<file path="src/rtl/ram_ring_ctrl.sv">
// Ring-buffer recorder over a single-port RAM: samples stream in while idle, and a
// burst reads the most recent samples back newest-first through a 2-entry skid FIFO.
module ram_ring_ctrl #(
    parameter int ADDR_WIDTH = 12,
    parameter int DATA_WIDTH = 32
) (
    input  logic                  clka,
    input  logic                  rstb,
    input  logic                  s_valid,
    output logic                  s_ready,
    input  logic [DATA_WIDTH-1:0] s_data,
    input  logic                  burst_start,
    input  logic [ADDR_WIDTH-1:0] burst_len,
    output logic                  burst_busy,
    output logic                  burst_err,
    output logic                  m_valid,
    input  logic                  m_ready,
    output logic [DATA_WIDTH-1:0] m_data,
    output logic                  m_last,
    output logic [ADDR_WIDTH:0]   fill_count,
    output logic                  ram_en,
    output logic                  ram_we,
    output logic [ADDR_WIDTH-1:0] ram_addr,
    output logic [DATA_WIDTH-1:0] ram_din,
    input  logic [DATA_WIDTH-1:0] ram_dout
);
    localparam logic [ADDR_WIDTH:0]   FULL = {1'b1, {ADDR_WIDTH{1'b0}}};
    localparam logic [ADDR_WIDTH-1:0] ONE  = ADDR_WIDTH'(1);

    typedef enum logic [1:0] {IDLE, BURST, DRAIN} state_t;
    typedef struct packed {
        logic                  last;
        logic [DATA_WIDTH-1:0] data;
    } entry_t;

    state_t                state;
    logic [ADDR_WIDTH-1:0] wptr, rptr, rem;
    entry_t                fifo [2];
    entry_t                head;
    logic                  rdp, wrp;
    logic [1:0]            occ, load, limit;
    logic                  rd_inflight, rd_last_q, burst_err_q;
    logic                  wr, rd, pop, push, fifo_pop, start_ok;
    logic [ADDR_WIDTH:0]   fc_post;

    always_comb begin
        wr       = !rstb && state == IDLE && s_valid;
        fc_post  = fill_count + {{ADDR_WIDTH{1'b0}}, (wr && fill_count != FULL)};
        start_ok = burst_len != '0 && {1'b0, burst_len} <= fc_post;

        // With the FIFO empty, the word arriving from the RAM is presented directly so
        // the first sample appears the cycle after its read; otherwise it queues behind.
        if (occ == 2'd0) begin
            head.last = rd_last_q;
            head.data = ram_dout;
        end else begin
            head = fifo[rdp];
        end
        m_valid  = !rstb && (occ != 2'd0 || rd_inflight);
        m_data   = m_valid ? head.data : '0;
        m_last   = m_valid && head.last;
        pop      = m_valid && m_ready;
        fifo_pop = pop && occ != 2'd0;
        push     = rd_inflight && !(pop && occ == 2'd0);

        // Never let buffered + in-flight words exceed the two FIFO slots.
        load  = occ + {1'b0, rd_inflight};
        limit = 2'd2 + {1'b0, pop};
        rd    = !rstb && state == BURST && load < limit;

        ram_en   = wr || rd;
        ram_we   = wr;
        ram_addr = wr ? wptr : (rd ? rptr : '0);
        ram_din  = wr ? s_data : '0;

        s_ready    = !rstb && state == IDLE;
        burst_busy = state != IDLE;
        burst_err  = burst_err_q && !rstb;
    end

    always_ff @(posedge clka) begin
        if (rstb) begin
            state       <= IDLE;
            wptr        <= '0;
            rptr        <= '0;
            rem         <= '0;
            fill_count  <= '0;
            occ         <= '0;
            rdp         <= 1'b0;
            wrp         <= 1'b0;
            rd_inflight <= 1'b0;
            rd_last_q   <= 1'b0;
            burst_err_q <= 1'b0;
            for (int i = 0; i < 2; i++) fifo[i] <= '0;
        end else begin
            if (wr) begin
                wptr <= wptr + ONE;
                if (fill_count != FULL) fill_count <= fill_count + 1'b1;
            end

            rd_inflight <= rd;
            rd_last_q   <= rd && rem == ONE;
            if (push) begin
                fifo[wrp].last <= rd_last_q;
                fifo[wrp].data <= ram_dout;
                wrp            <= ~wrp;
            end
            if (fifo_pop) rdp <= ~rdp;
            occ <= occ + {1'b0, push} - {1'b0, fifo_pop};

            burst_err_q <= 1'b0;
            case (state)
                IDLE: begin
                    if (burst_start) begin
                        if (start_ok) begin
                            state <= BURST;
                            rptr  <= wr ? wptr : wptr - ONE;
                            rem   <= burst_len;
                        end else begin
                            burst_err_q <= 1'b1;
                        end
                    end
                end
                BURST: begin
                    if (rd) begin
                        rptr <= rptr - ONE;
                        rem  <= rem - ONE;
                        if (rem == ONE) state <= DRAIN;
                    end
                end
                DRAIN: begin
                    if (pop && m_last) state <= IDLE;
                end
                default: state <= IDLE;
            endcase
        end
    end
endmodule

</file>
<file path="config.mk">
export PLATFORM = sky130hd
export DESIGN_NAME = ram_ring_ctrl
export DESIGN_NICKNAME = d
export VERILOG_FILES = /design/src/rtl/ram_ring_ctrl.sv
export SDC_FILE = /design/constraint.sdc
export NUM_CORES = 1
export LEC_CHECK = 0
export BUFFER_PORTS_ARGS = -buffer_cell sky130_fd_sc_hd__buf_2
export CAP_MARGIN = 0
export CORE_ASPECT_RATIO = 1.1
export CORE_MARGIN = 4
export CORE_UTILIZATION = 35
export DETAILED_ROUTE_END_ITERATION = 8
export MAX_ROUTING_LAYER = met4
export PLACE_DENSITY = 0.53
export SKIP_LAST_GASP = 1
export SLEW_MARGIN = 15
export SYNTH_ARGS = -nofsm -noshare
export SYNTH_HDL_FRONTEND = slang
export SYNTH_SLANG_ARGS = --single-unit
</file>
<file path="constraint.sdc">
create_clock -name clka -period 7.7 [get_ports clka]
set_input_delay 0 -clock clka [delete_from_list [all_inputs] [get_ports clka]]
set_output_delay 0 -clock clka [all_outputs]
set_load 0.05 [all_outputs]
</file>
# Word-level counts from Yosys, hierarchy flattened
# Memories as Yosys holds them, arrays and structs flattened. A register that Yosys moved wholly into a read port is not among the register bits.
# Cells that the tools add are included.
# totals
register_bits	58
memories	1
input_bits	81
output_inout_bits	96
ramBits	66
# memory_table
name	depth	word_bits	rd	rd_clocked_by_memory_dff	write_ports	line_no	rtl
fifo	2	33	1	1	2	38	entry_t fifo [2];
# op_classes
reduce_logical	30
bitwise_logic	4
order_cmp	2
muxes	31
eq_ne	9
addsub	10
# op_table
operator	count
$mux W12	9
$mux W33	2
$mux W32	2
$pmux W12 S2	2
$sub A12 B1 Y12 const B	3
$reduce_or A33 Y1	1
$logic_and A1 B1 Y1	15
$add A13 B1 Y13	1
$add A13 B1 Y13 const B	1
$le A12 B13 Y1	1
$ne A13 B13 Y1 const B	1
$add A12 B1 Y12 const B	1
$eq A12 B1 Y1 const B	1
$reduce_bool A12 Y1	1
$mux W1	10
$mux W2	5
$ne A2 B2 Y1 const B	4
$pmux W2 S3	1
$reduce_bool A2 Y1	3
$reduce_and A5 Y1	1
$add A2 B1 Y2	2
$logic_not A2 Y1	2
$not A1 Y1	4
$reduce_and A4 Y1	1
other kinds (10)	12

# Depth between registers and ports, before layout
# Gate-level depths: netlist of run 1.
# logic_depth
ltp_word	12
ltp_mapped	19
ltp_nobuf	17

# Worst setup path after synthesis of run 1
# OpenSTA, ideal clock, no wires.
# synth_timing
kind	register to register
startpoint	register fill_count[1]
endpoint	register rptr[1]
stages_incl_launch_ff	19
arrival_time_ps	4058
setup_slack_ps	3555
required_time_ps	7613
path_cell_list	dfxtp_1 -> inv_1 -> ha_1 -> or4b_1 -> o31a_2 -> ha_1 -> ha_1 -> nand3_1 -> nor2_1 -> nand3_1 -> xor2_1 -> ha_1 -> a21o_1 -> a21oi_1 -> o21ai_0 -> o211a_1 -> buf_2 -> or4_1 -> o31ai_1
# synth_via
elab_chain_len	7
# synth_rtl
element	line_no	rtl
start, declared	20	output logic [ADDR_WIDTH:0] fill_count,
start signal, assigned	98	if (fill_count != FULL) fill_count <= fill_count + 1'b1;
$ne A13 B13 Y1	48	fc_post = fill_count + {{ADDR_WIDTH{1'b0}}, (wr && fill_count != FULL)};
$logic_and A1 B1 Y1	48	
$add A13 B1 Y13 (*)	48	
$le A12 B13 Y1 (*)	49	start_ok = burst_len != '0 && {1'b0, burst_len} <= fc_post;
$logic_and A1 B1 Y1 (*)	49	
$ne A2 B2 Y1 (no source line) (*)	-	
$reduce_and A4 Y1 (no source line) (*)	-	
end signal, assigned	117	rptr <= wr ? wptr : wptr - ONE;
end signal, assigned	126	rptr <= rptr - ONE;
end, declared	37	logic [ADDR_WIDTH-1:0] wptr, rptr, rem;
# Mark *: on every way between the ends. The rest lies on a longest branch, timed or not.
# A chain may end at the register's enable or synchronous reset.

# Worst setup path after layout of run 1
# layout_timing
startpoint	register state[1]
endpoint	register rptr[3]
# layout_via
elab_chain_len	9
elab_cells_between_ends	19
cone_classes	add/sub (1); order compare (1); eq/ne (4); mux (4); reduce/logical (9)
# layout_rtl
element	line_no	rtl
start, declared	36	state_t state;
start signal, assigned	83	state <= IDLE;
start signal, assigned	116	state <= BURST;
start signal, assigned	128	if (rem == ONE) state <= DRAIN;
$logic_not A2 Y1	47, 112	
$logic_and A1 B1 Y1 (2 in series)	47	wr = !rstb && state == IDLE && s_valid;
$logic_and A1 B1 Y1	48	
$add A13 B1 Y13	48	
$le A12 B13 Y1	49	
$logic_and A1 B1 Y1	49	
$ne A2 B2 Y1 (no source line)	-	
$reduce_and A4 Y1 (no source line)	-	
# Parallel ways exist; a longest one is shown, timed or not. The select of a mux whose other input is x is not followed.

==> summary.md, run 1 <==
| Metric | Value |
|---|---|
| Status | complete, no violations |
| Via count | approximately 6500 |
| # port buffers | 176 |
| Clk sinks | 125 |
| Syn_nets | around 900 |
| Fill count | 2052 |
| DR iter-0 viols | around 340 |
| DIE AREA | about 0.024 mm^2 |
| Worst EP arrival | 5540 ps |
| Largest family of logic cells by synthesized area | simple AND/OR/NAND/NOR gates |
| Sequential Area | about 0.0032 mm^2 |
| Leading area contributor after synthesis | edfxtp_1 |
| Gr usage total | between 10% and 20% |
| Final hold vios | 0 |
| Drt pass-1 iters | 4 |
| Min-Delay Path Class | primary input to flip-flop |
| Syn Inst Count | approximately 810 |
| Most common cell after layout, fill and taps aside | buf_2 |
| GP Congestion | 0.8171 |
| Total grt overflow | 0 |
| DR vias/cell | slightly above 5 |
| Htree depth | 4 |
| CP Data Required Time | roughly 8000 ps |
| Setup Skew | about 10 ps |
| Largest net degree at the start of global routing | 66 |
| Max Fanout on Critical Path | 60 |
| Leak | 3.926 nW |
| Hold slack | 31.21 ps |
| Die span in y | between 150 and 200 um |
| Worst-Skew Late Latency | 420 ps |
| Startpoint Class | flip-flop |
| Post-Syn Area | approximately 0.0074 mm^2 |
| Vias in the first global route | ~6500 |
| Critical path class | flip-flop to flip-flop |
| PostCTS Resize Cnt | 0 |
| Max-cap viol count | 0 |
| Avg Inst Size Synth | between 9 and 10 um^2 |
| # IOs | about 180 |
| Critical Path End Type | flip-flop |
| Slowest stage delay, CP | about 760 ps |
| Portion of netlist area occupied by mux cells | 4.579% |
| Slowest CP cell | o211ai_2 |
| Yosys reg bits | 125 |
| Routed Wire Length | about 20000 um |
| TritonCTS clock tree | done |
| Slew margin rel. | 32.90% |
| Simple-gate share of the synthesized area | 24.29% |
| Synth top area cells | edfxtp_1, dfxtp_1, and2_1 |
| Clk buf depth | 2 |
| CP Cell Sequence | or4b_4 > inv_2 > o31a_2 > ha_1 > ha_1 > nand3_1 > nor2_1 > nand3_1 > xor2_1 > ha_1 > a21o_1 > a21oi_1 > o21ai_0 > o211ai_2 > nand2_1 > a31o_2 |
| Crit share post-route | between 60% and 70% |
| Die width | 146.9 um |
| Post-synth top area share | between 20% and 30% |
| Wire per inst | ~16 um |
| Nets@finish | between 1000 and 1500 |
| CTS clock-pin slew for the worst setup and hold paths | 70 ps |
| EDFF count, synth | 66 |
| Detailed placement HPWL | ~14000 um |
| Synth-to-Final Area Change | 27.64% |
| Synth Area in XOR/XNOR | 6.128% |
| Setup-failing EPs final | 0 |
| CTS Root Cell | clkbuf_16 |
| Core ar. | between 0.02 and 0.025 mm^2 |
| Area of the multi-input gates | between 0.003 and 0.004 mm^2 |
| Commonest non-fill, non-tap cells in the layout | buf_2, and2_1, nor2_1, edfxtp_1, dfxtp_1 |
| Async SR Flop Fraction | 0% |
| Sequential element share of the synthesized area | 42.56% |
| Layout cell share with drive strength beyond 1 | between 20% and 30% |
| Post-route antenna net violation count | 0 |
| DRC | 0 |
| Final Max Slew Viols | 0 |
| Adder-cell area share of the yosys netlist | about 4% |
| Least-Margin Pin Slew | roughly 1000 ps |
| Sum of negative setup slack | 0 ps |
| N_diodes | 0 |
| F_max | roughly 190 MHz |
| Cell variety after synth | 60 |
| CP most frequent cell | ha_1 |
| RSZ-0062 raised after global routing | false |
| Tmin final | 5226 ps |
| Initial antenna violation count | 0 |
| Num CTS Buffers | 17 |
| Compound-Gate Fraction of Synth Area | 13.86% |
| Yosys warning count | 0 |
| Ys flop type | edfxtp_1 |
| Pwr/cell area | 209.3 mW/mm^2 |
| Initial core utilization | between 30 and 40% |
| First-pass GRT wire length | 33150 um |
| FP Rows | between 50 and 60 |
| Peak VDD IR | ~0.17 mV |
logic make-up after synthesis:
logic type | count (synthesis)
AOI/OAI and AO/OA | 153
xor gates and xnor gates | 52
adders and majority gates | 24
buffers and inverters | 81
DFF | 125
muxes | 34
and+or+nand+nor | 340
per-layer routing:
layer,global-route usage [%],wire length (um),vias up
met3,2.737,869,24
met1,22.38,9307,3055
met2,28.97,9620,170
met5,-,0,-
li1,-,-,3280
met4,4.746,304,0
state kept, by name, indices dropped and copies added, names as in the netlist, named ones only:
signal / count
rdp: 1
rptr: 12
wrp: 1
rd_last_q: 1
burst_err_q: 1
occ: 2
state: 2
fifo: 66
fill_count: 13
rem: 12
wptr: 12
rd_inflight: 1
synth_stat cells, types with 2 or more instances:
cell and count:
and2_1 99, nor2_1 89, edfxtp_1 66, dfxtp_1 59
clkbuf_1 45, nand2_1 45, o21ai_0 35, mux2i_1 34
a211oi_1 32, a21oi_1 30, xnor2_1 30, ha_1 24
nand3_1 24, xor2_1 22, inv_1 19, nand4_1 14
nor3_1 14, nor4_1 13, o31ai_1 12, a22o_1 11
or3_1 7, buf_1 6, or4_1 6, buf_2 5
nand2b_1 5, o211ai_1 5, nor2b_1 4, o2111ai_1 4
a31oi_1 3, and3_1 3, buf_6 3, nor3b_1 3
o311ai_0 3, or2_2 3, a21o_1 2, a31o_2 2
and4_1 2, o21ai_1 2, o31a_1 2, or4b_4 2
layout make-up:
cell class | count | share of cell area [%]
multi-input cells | 603 | 41.78
inverters | 20 | 0.7913
well taps | 285 | 3.759
flip-flops and latches | 125 | 33.36
clock inverters | 15 | 1.556
clock buffers | 17 | 4.484
repair buffers | 226 | 14.27
final timing paths:
kind,startpoint,end,slack (ps),cells past startpoint
setup reg to reg,state[1]$_SDFFE_PP0P_,rptr[3]$_SDFFE_PP0P_,2470,16
setup / recovery,state[1]$_SDFFE_PP0P_,rptr[3]$_SDFFE_PP0P_,2470,16
hold / removal,burst_len[5],rem[5]$_SDFFE_PP0P_,30,5
hold reg to reg,rem[11]$_SDFFE_PP0P_,rem[11]$_SDFFE_PP0P_,480,2
worst max-delay path, delay by kind of cell, from the launching register on:
kind / cells / cell delay [ps]
AO/OA/AOI/OAI: 6 / 1920
XOR/XNOR: 1 / 160
adder cells (fa/ha/maj): 3 / 700
buffers and inverters: 1 / 630
flip-flops: 1 / 350
AND/OR/NAND/NOR: 5 / 1360
stage by stage:
step | worst slack [ps] | total power [W] | utilization [%] | std cells | cell area, um^2
3_5_place_dp | 2502 | 0.001209 | 41.15 | 1220 | 8523
4_1_cts | 2437 | 0.002008 | 45.80 | 1291 | 9487
5_1_grt | 1974 | 0.002081 | 45.80 | 1291 | 9487
6_report | 2474 | 0.001986 | 45.80 | 1291 | 9487
2_1_floorplan | 3555 | 0.001090 | - | 809 | 7432
3_3_place_gp | 2602 | 0.001208 | 41.15 | 1220 | 8523
what timing repair did:
item	in CTS	in global routing
hold endpoints to repair	70	0
hold buffers	39	0
endpoints found under the setup margin	0	0
buffers inserted	0	0
where the power goes:
group	total [W]	leakage (nW)	internal [W]	switching [W]
Combinational	0.000444	2.49	0.000148	0.000296
Sequential	0.000763	1.16	0.000735	0.0000275
Clock	0.000778	0.274	0.000430	0.000348
Power figures use the tool's default switching activity.
==> run 2, diff against run 1 <==
--- a/config.mk
+++ b/config.mk
@@ -5,6 +5,7 @@
 export SDC_FILE = /design/constraint.sdc
 export NUM_CORES = 1
 export LEC_CHECK = 0
+export ABC_AREA = 1
 export BUFFER_PORTS_ARGS = -buffer_cell sky130_fd_sc_hd__buf_2
 export CAP_MARGIN = 0
 export CORE_ASPECT_RATIO = 1.1
@@ -12,7 +13,7 @@
 export CORE_UTILIZATION = 35
 export DETAILED_ROUTE_END_ITERATION = 8
 export MAX_ROUTING_LAYER = met4
-export PLACE_DENSITY = 0.53
+export PLACE_DENSITY = 0.55
 export SKIP_LAST_GASP = 1
 export SLEW_MARGIN = 15
 export SYNTH_ARGS = -nofsm -noshare
==> constraint.sdc (replaced) <==
create_clock -name clka -period 4.8 [get_ports clka]
set_input_delay 0 -clock clka [delete_from_list [all_inputs] [get_ports clka]]
set_output_delay 0 -clock clka [all_outputs]
set_load 0.05 [all_outputs]
==> run 2 against run 1 <==
Combinational power grew 93%. Sequential cell count is the same. Highest routed layer unchanged. Core utilization shrank 0.28 points. Non-clock buffer count is the same. Register-to-register slack lost 1700 ps.
==> summary.md, run 2 <==
| Metric | Value |
|---|---|
| Synth-to-Final Area Change | 27.56% (about the same) |
| Avg Inst Size Synth | 7.061 um^2 (-23%) |
| Die span in y | 162.8 um (+1.2%) |
| Core ar. | 0.02137 mm^2 (+3.2%) |
| Sequential Area | 0.003164 mm^2 (unchanged) |
| NetSw | 0.001177 W (+75%) |
| Commonest cells in the netlist | nor2_1, inv_1, nand2_1 |
| Cell variety after synth | 42 (-30%) |
| Pwr Total | 0.003409 W (+72%) |
| Peak VDD IR | 0.2543 mV (+52%) |
| Leading area contributor after synthesis | edfxtp_1 |
| Htree depth | 4 (unchanged) |
| Compound-Gate Fraction of Synth Area | 14.55% (+0.70 points) |
| Combinational Power Share | 25.2% (+2.8 points) |
| Largest net degree at the start of global routing | 66 (unchanged) |
| Syn Inst Count | 1080 (+33%) |
| Slew margin rel. | 51.99% (+19 points) |
| Ys flop type | edfxtp_1 |
| Gr usage total | 18.20% (+0.70 points) |
| Clk pwr share | 38.5% (-0.7 points) |
| Fill count | 2205 (+7.5%) |
| Pwr/cell area | 350.5 mW/mm^2 (+67%) |
| Num CTS Buffers | 17 (unchanged) |
| Slowest CP cell | dfxtp_1 |
| GP Congestion | 0.8417 (+3.0%) |
| Yosys warning count | 0 (unchanged) |
| Post-layout util | 45.52% (-0.28 points) |
| Detailed placement HPWL | 14960 um (+9.7%) |
| Post-route setup slack | 751.6 ps (-1722 ps) |
| Syn_nets | 1185 (+30%) |
| Worst-Skew Late Latency | 420 ps (about the same) |
| Most common cell after layout, fill and taps aside | nor2_1 |
| # port buffers | 176 (unchanged) |
| Final Max Slew Viols | 0 (unchanged) |
| N_diodes | 0 (unchanged) |
| Startpoint Class | flip-flop |
| Final hold vios | 0 (unchanged) |
| Tmin final | 4048 ps (-1178 ps) |
| Initial core utilization | 35.69% (-0.20 points) |
| Critical Path End Type | flip-flop |
| Placed cells | 1508 (+24%) |
| Layout cell share with drive strength beyond 1 | 18.77% (-5.2 points) |
| Portion of netlist area occupied by mux cells | 0.2789% (-4.3 points) |
| Synth top area cells | edfxtp_1, dfxtp_1, nor2_1 |
| Largest family of logic cells by synthesized area | simple AND/OR/NAND/NOR gates |
| Top flop regs | fifo x66, fill_count x13 |
| Initial antenna violation count | 0 (unchanged) |
| Commonest non-fill, non-tap cells in the layout | nor2_1, buf_2, inv_1, nand2_1, a21oi_1 |
| Post-synth top area share | 25.99% (-0.68 points) |
| DIE AREA | 0.02422 mm^2 (+2.5%) |
| Crit share post-route | 84.34% (+16 points) |
| Max reg flops | 66 (unchanged) |
| Power Internal | 0.002232 W (+70%) |
| Most flop-heavy register | fifo |
| Die width | 148.7 um (+1.2%) |
| Critical path class | flip-flop to flip-flop |
| Sequential element share of the synthesized area | 41.48% (-1.1 points) |
| First-pass GRT wire length | 34580 um (+4.3%) |
| EDFF count, synth | 66 (unchanged) |
| Total grt overflow | 0 (unchanged) |
| Post-Syn Area | 0.007626 mm^2 (+2.6%) |
| Setup-failing EPs final | 0 (unchanged) |
| Sw frac | 34.52% (+0.68 points) |
| CP Data Required Time | 5160 ps (-2850 ps) |
| Drt pass-1 iters | 5 (+1) |
| Slowest stage delay, CP | 420 ps (-340 ps) |
| Clk buf depth | 2 (unchanged) |
| Max-cap viol count | 0 (unchanged) |
| Seq pwr share | 36.4% (-2.0 points) |
| Worst EP arrival | 4400 ps (-1140 ps) |
| Min-Delay Path Class | primary input to flip-flop |
| DR iter-0 viols | 334 (-0.60%) |
| Wire per inst | 13.68 um (-12%) |
| Synth Area in XOR/XNOR | 2.756% (-3.4 points) |
| Area of the multi-input gates | 0.003590 mm^2 (-9.4%) |
| Critical Path Sink | rem[3]$_SDFFE_PP0P_ |
| RSZ-0062 raised after global routing | false |
| Simple-gate share of the synthesized area | 25.48% (+1.2 points) |
| FP Rows | 56 (+1.8%) |
| Routed Wire Length | 21600 um (+7.5%) |
| Via count | 7396 (+13%) |
| R2r startpoint | fill_count[0]$_SDFFE_PP0N_ |
| Yosys reg bits | 125 (unchanged) |
| R2r setup slk | 750 ps (-1720 ps) |
| R2R Path End | rem[3]$_SDFFE_PP0P_ |
| Async SR Flop Fraction | 0% (unchanged) |
| CP most frequent cell | nand2_1 |
| Most common cell in the netlist | nor2_1 |
| Status | complete, no violations |
| DRC | 0 (unchanged) |
| Adder-cell area share of the yosys netlist | 3.938% (-0.10 points) |
| Least-Margin Pin Slew | 718.4 ps (-284.4 ps) |
| R2R depth | 25 (+9) |
| CTS Root Cell | clkbuf_16 |
| DR vias/cell | 4.684 (-7.4%) |
| Nets@finish | 1381 (+26%) |
| Max Fanout on Critical Path | 31 (-48%) |
| Post-route antenna net violation count | 0 (unchanged) |
| Post-route insts no fill | 1579 (+22%) |
| Sum of negative setup slack | 0 ps (unchanged) |
| Setup Skew | 10.14 ps (-0.1439 ps) |
| Vias in the first global route | 6958 (+6.7%) |
| F_max | 247.0 MHz (+29%) |
| CP Launch Point | fill_count[0]$_SDFFE_PP0N_ |
| TritonCTS clock tree | done |
| Leak | 4.803 nW (+22%) |
| # IOs | 177 (unchanged) |
| Clk sinks | 125 (unchanged) |
| Pre-CTS setup slack | 618.6 ps (-1883 ps) |
| CTS clock-pin slew for the worst setup and hold paths | 60 ps (about the same) |
[run 2: final cells by class]
| class | count | area share (%) |
|---|---|---|
| Timing Repair Buffer | 226 | 13.92 |
| Sequential cell | 125 | 32.53 |
| Tap cell | 290 | 3.730 |
| Inverter | 176 | 6.791 |
| Clock buffer | 17 | 4.373 |
| Multi-Input combinational cell | 730 | 36.90 |
| Clock inverter | 15 | 1.762 |
[run 2: power groups by stage]
stage                     registers, W  clock network, W  logic [W]
final                          0.00124           0.00131   0.000858
after global routing           0.00125           0.00139   0.000965
after CTS                      0.00124           0.00134   0.000863
after detailed placement       0.00126                 0   0.000837
after global placement         0.00126                 0   0.000834
after floorplan                0.00126                 0   0.000630
[run 2: through the flow]
stage	area, um^2	hold WS [ps]
finish	9728	42.01
global route	9728	83.71
CTS	9723	27.77
detailed placement	8736	331.9
global placement	8736	326.4
floorplan	7626	63.83
[run 2: cell families (layout without fill, tap and decap cells)]
group | Yosys count | in the layout
XOR/XNOR | 24 | 24
AO/OA/AOI/OAI | 214 | 214
buffers and inverters | 225 | 434
adder cells (fa/ha/maj) | 24 | 24
multiplexers | 2 | 2
AND/OR/NAND/NOR | 466 | 466
flip-flops | 125 | 125
[run 2: worst min-delay path by stage]
stage / startpoint / to / slack [ps] / depth (start not counted)
floorplan: rstb / s_ready / 60 / 1
global placement: ram_dout[21] / fifo[1][21]$_SDFFCE_PN0P_ / 330 / 3
detailed placement: ram_dout[12] / fifo[0][12]$_SDFFCE_PN0P_ / 330 / 3
CTS: burst_len[6] / rem[6]$_SDFFE_PP0P_ / 30 / 5
global route: burst_len[7] / rem[7]$_SDFFE_PP0P_ / 80 / 5
finish: burst_len[6] / rem[6]$_SDFFE_PP0P_ / 40 / 5
[run 2: worst max-delay path: cells and delay by family (launching register included)]
family / cells / cell delay (ps)
DFF: 1 / 420
and+or+nand+nor: 16 / 1860
adders and majority gates: 4 / 930
buffers and inverters: 2 / 270
xor gates and xnor gates: 1 / 170
AOI/OAI and AO/OA: 2 / 310
[run 2: repair_timing]
| item | 4_1_cts | 5_1_grt |
|---|---|---|
| endpoints found under the setup margin | 0 | 3 |
| buffers inserted | 0 | 0 |
| endpoints found under the hold margin | 73 | 0 |
| gates resized for setup | 0 | 1 |
| hold buffers | 39 | 0 |
[run 2: layer usage]
| metal | GRT usage, % | vias to the layer above | part of all wire (%) |
|---|---|---|---|
| li1 | - | 3863 | - |
| met1 | 22.22 | 3317 | 46 |
| met2 | 30.89 | 187 | 47 |
| met3 | 3.479 | 29 | 5.3 |
| met4 | 5.077 | 0 | 1.5 |
| met5 | - | - | 0 |
==> run 3, diff against run 2 <==
--- a/config.mk
+++ b/config.mk
@@ -5,7 +5,7 @@
 export SDC_FILE = /design/constraint.sdc
 export NUM_CORES = 1
 export LEC_CHECK = 0
-export ABC_AREA = 1
+export ABC_AREA = 0
 export BUFFER_PORTS_ARGS = -buffer_cell sky130_fd_sc_hd__buf_2
 export CAP_MARGIN = 0
 export CORE_ASPECT_RATIO = 1.1
@@ -13,7 +13,7 @@
 export CORE_UTILIZATION = 35
 export DETAILED_ROUTE_END_ITERATION = 8
 export MAX_ROUTING_LAYER = met4
-export PLACE_DENSITY = 0.55
+export PLACE_DENSITY = 0.53
 export SKIP_LAST_GASP = 1
 export SLEW_MARGIN = 15
 export SYNTH_ARGS = -nofsm -noshare
==> constraint.sdc (replaced) <==
create_clock -name clka -period 4 [get_ports clka]
set_input_delay 0 -clock clka [delete_from_list [all_inputs] [get_ports clka]]
set_output_delay 0 -clock clka [all_outputs]
set_load 0.05 [all_outputs]
==> run 3 against run 2 <==
Routed wire length down 5.4%. Non-clock buffer count up 31. Combinational power grew 4.2%. Critical path type unchanged. Critical endpoint is now rptr[1]$_SDFFE_PP0P_. Final cell count fell by 16%.
==> summary.md, run 3 (same netlist as run 1, synthesis figures left out) <==
| Metric | Value |
|---|---|
| Placed cells | 1246 (-17%) |
| CP Data Required Time | 4330 ps (-830 ps) |
| Clk buf depth | 2 (unchanged) |
| DIE AREA | 0.02363 mm^2 (-2.4%) |
| Synth-to-Final Area Change | 32.12% |
| Pwr Total | 0.003842 W (+13%) |
| # IOs | 177 (unchanged) |
| Post-route antenna net violation count | 0 (unchanged) |
| Worst EP arrival | 4130 ps (-270 ps) |
| R2r startpoint | fill_count[1]$_SDFFE_PP0N_ |
| Htree depth | 4 (unchanged) |
| Worst-Skew Late Latency | 420 ps (about the same) |
| Post-route insts no fill | 1322 (-16%) |
| Critical path class | flip-flop to flip-flop |
| First-pass GRT wire length | 33330 um (-3.6%) |
| Layout cell share with drive strength beyond 1 | 28.06% (+9.3 points) |
| Die width | 146.9 um (-1.2%) |
| Slowest CP cell | or4_1 |
| Num CTS Buffers | 17 (unchanged) |
| Top flop regs | fifo x66, fill_count x13 |
| F_max | 262.9 MHz (+6.4%) |
| Tmin final | 3804 ps (-244.7 ps) |
| Crit share post-route | 95.09% (+11 points) |
| Crit path buffers/inverters | 3 (+1) |
| Routed Wire Length | 20430 um (-5.4%) |
| Commonest non-fill, non-tap cells in the layout | buf_2, and2_1, nor2_1, edfxtp_1, dfxtp_1 |
| Least-Margin Pin Slew | 1093 ps (+374.5 ps) |
| Setup-failing EPs final | 0 (unchanged) |
| Max Fanout on Critical Path | 6 (-81%) |
| Setup Skew | 12.16 ps (+2.018 ps) |
| Clk sinks | 125 (unchanged) |
| Max-cap viol count | 0 (unchanged) |
| CTS Root Cell | clkbuf_16 |
| Leak | 4.086 nW (-15%) |
| Cell area after layout | 0.009819 mm^2 (+0.94%) |
| Sum of negative setup slack | 0 ps (unchanged) |
| N_diodes | 0 (unchanged) |
| CP most frequent cell | ha_1 |
| Core ar. | 0.02071 mm^2 (-3.1%) |
| Status | complete, no violations |
| Slowest stage delay, CP | 500 ps (+80 ps) |
| Nets@finish | 1129 (-18%) |
| Min-Delay Path Class | primary input to flip-flop |
| Die span in y | 160.8 um (-1.2%) |
| DR vias/cell | 5.021 (+7.2%) |
| Final hold vios | 0 (unchanged) |
| Critical Path End Type | flip-flop |
| Hold slack | 27.29 ps (-14.72 ps) |
| DRC | 0 (unchanged) |
| Crit path max-delay family | simple AND/OR/NAND/NOR gates |
| Vias in the first global route | 6535 (-6.1%) |
| Via count | 6638 (-10%) |
| Placed Area | 0.008728 mm^2 (about the same) |
| Detailed placement HPWL | 13990 um (-6.5%) |
| Slew margin rel. | 27.14% (-25 points) |
| Startpoint Class | flip-flop |
| Total grt overflow | 0 (unchanged) |
| CP Launch Point | fill_count[1]$_SDFFE_PP0N_ |
| Largest net degree at the start of global routing | 65 (-1.5%) |
| Min-delay src | burst_len[1] |
| GP Congestion | 0.8184 (-2.8%) |
| CP Cell Sequence | inv_1 > ha_1 > or4b_4 > o31a_4 > ha_1 > ha_2 > buf_4 > inv_1 > nor2_1 > xnor2_1 > ha_1 > nand4_1 > nor4_4 > nor2_2 > o211a_4 > or4_1 > o31ai_1 |
| Pwr/cell area | 391.2 mW/mm^2 (+12%) |
| Fill count | 1997 (-9.4%) |
| Drt pass-1 iters | 6 (+1) |
| Most flop-heavy register | fifo |
| Wire per inst | 15.45 um (+13%) |
| CTS clock-pin slew for the worst setup and hold paths | 60 ps (about the same) |
| Most common cell after layout, fill and taps aside | buf_2 |
| DR iter-0 viols | 363 (+8.7%) |
| Initial core utilization | 35.88% (+0.20 points) |
| TritonCTS clock tree | done |
| FP Rows | 55 (-1.8%) |
| # port buffers | 176 (unchanged) |
| Max reg flops | 66 (unchanged) |
| Final Max Slew Viols | 0 (unchanged) |
| Gr usage total | 17.59% (-0.61 points) |
| Peak VDD IR | 0.2824 mV (+11%) |
| Initial antenna violation count | 0 (unchanged) |
[run 3: through the flow]
| stage | utilization [%] | setup slack (ps) |
|---|---|---|
| CTS | 46.86 | 56.92 |
| floorplan | - | 14.98 |
| finish | 47.41 | 196.3 |
| global route | 47.41 | -20.79 |
| detailed placement | 42.14 | 108.8 |
| global placement | 42.14 | 223.0 |
[run 3: what timing repair did]
item,in CTS,in global routing
hold buffers,41,0
hold endpoints to repair,70,0
setup buffers,0,3
resized for setup,0,18
endpoints found under the setup margin,0,25
[run 3: final cells by class]
cell class	count	area, um^2	share of cell area (%)
Multi-Input combinational cell	603	4048	41.22
Sequential cell	125	3174	32.33
Timing Repair Buffer	257	1599	16.28
Clock buffer	17	425.4	4.332
Tap cell	285	356.6	3.631
Clock inverter	15	141.4	1.440
Inverter	20	75.07	0.7645
[run 3: worst paths after layout]
check	to	slack, ps	cells past startpoint
worst max-delay path	rptr[1]$_SDFFE_PP0P_	200	17
worst min-delay path	rem[1]$_SDFFE_PP0P_	30	5
worst max register to register	rptr[1]$_SDFFE_PP0P_	200	17
worst min register to register	rem[11]$_SDFFE_PP0P_	490	2
[run 3: where the power goes]
group          internal [W]  switching, W  leakage, nW
registers           0.00142     0.0000614         1.17
clock network      0.000862      0.000608        0.264
logic              0.000314      0.000579         2.65
total               0.00259       0.00125         4.09
[run 3: metal layers]
layer / routed length, um / global-route usage (%)
met2: 9978 / 29.20
met3: 819 / 3.188
met1: 9420 / 22.26
met5: 0 / -
met4: 209 / 4.492
[run 3: tightest hold or removal path: cells and delay by family]
| kind | cells | cell delay, ps |
|---|---|---|
| compound gates | 2 | 140 |
| buf+inv | 1 | 110 |
| simple gates | 2 | 160 |
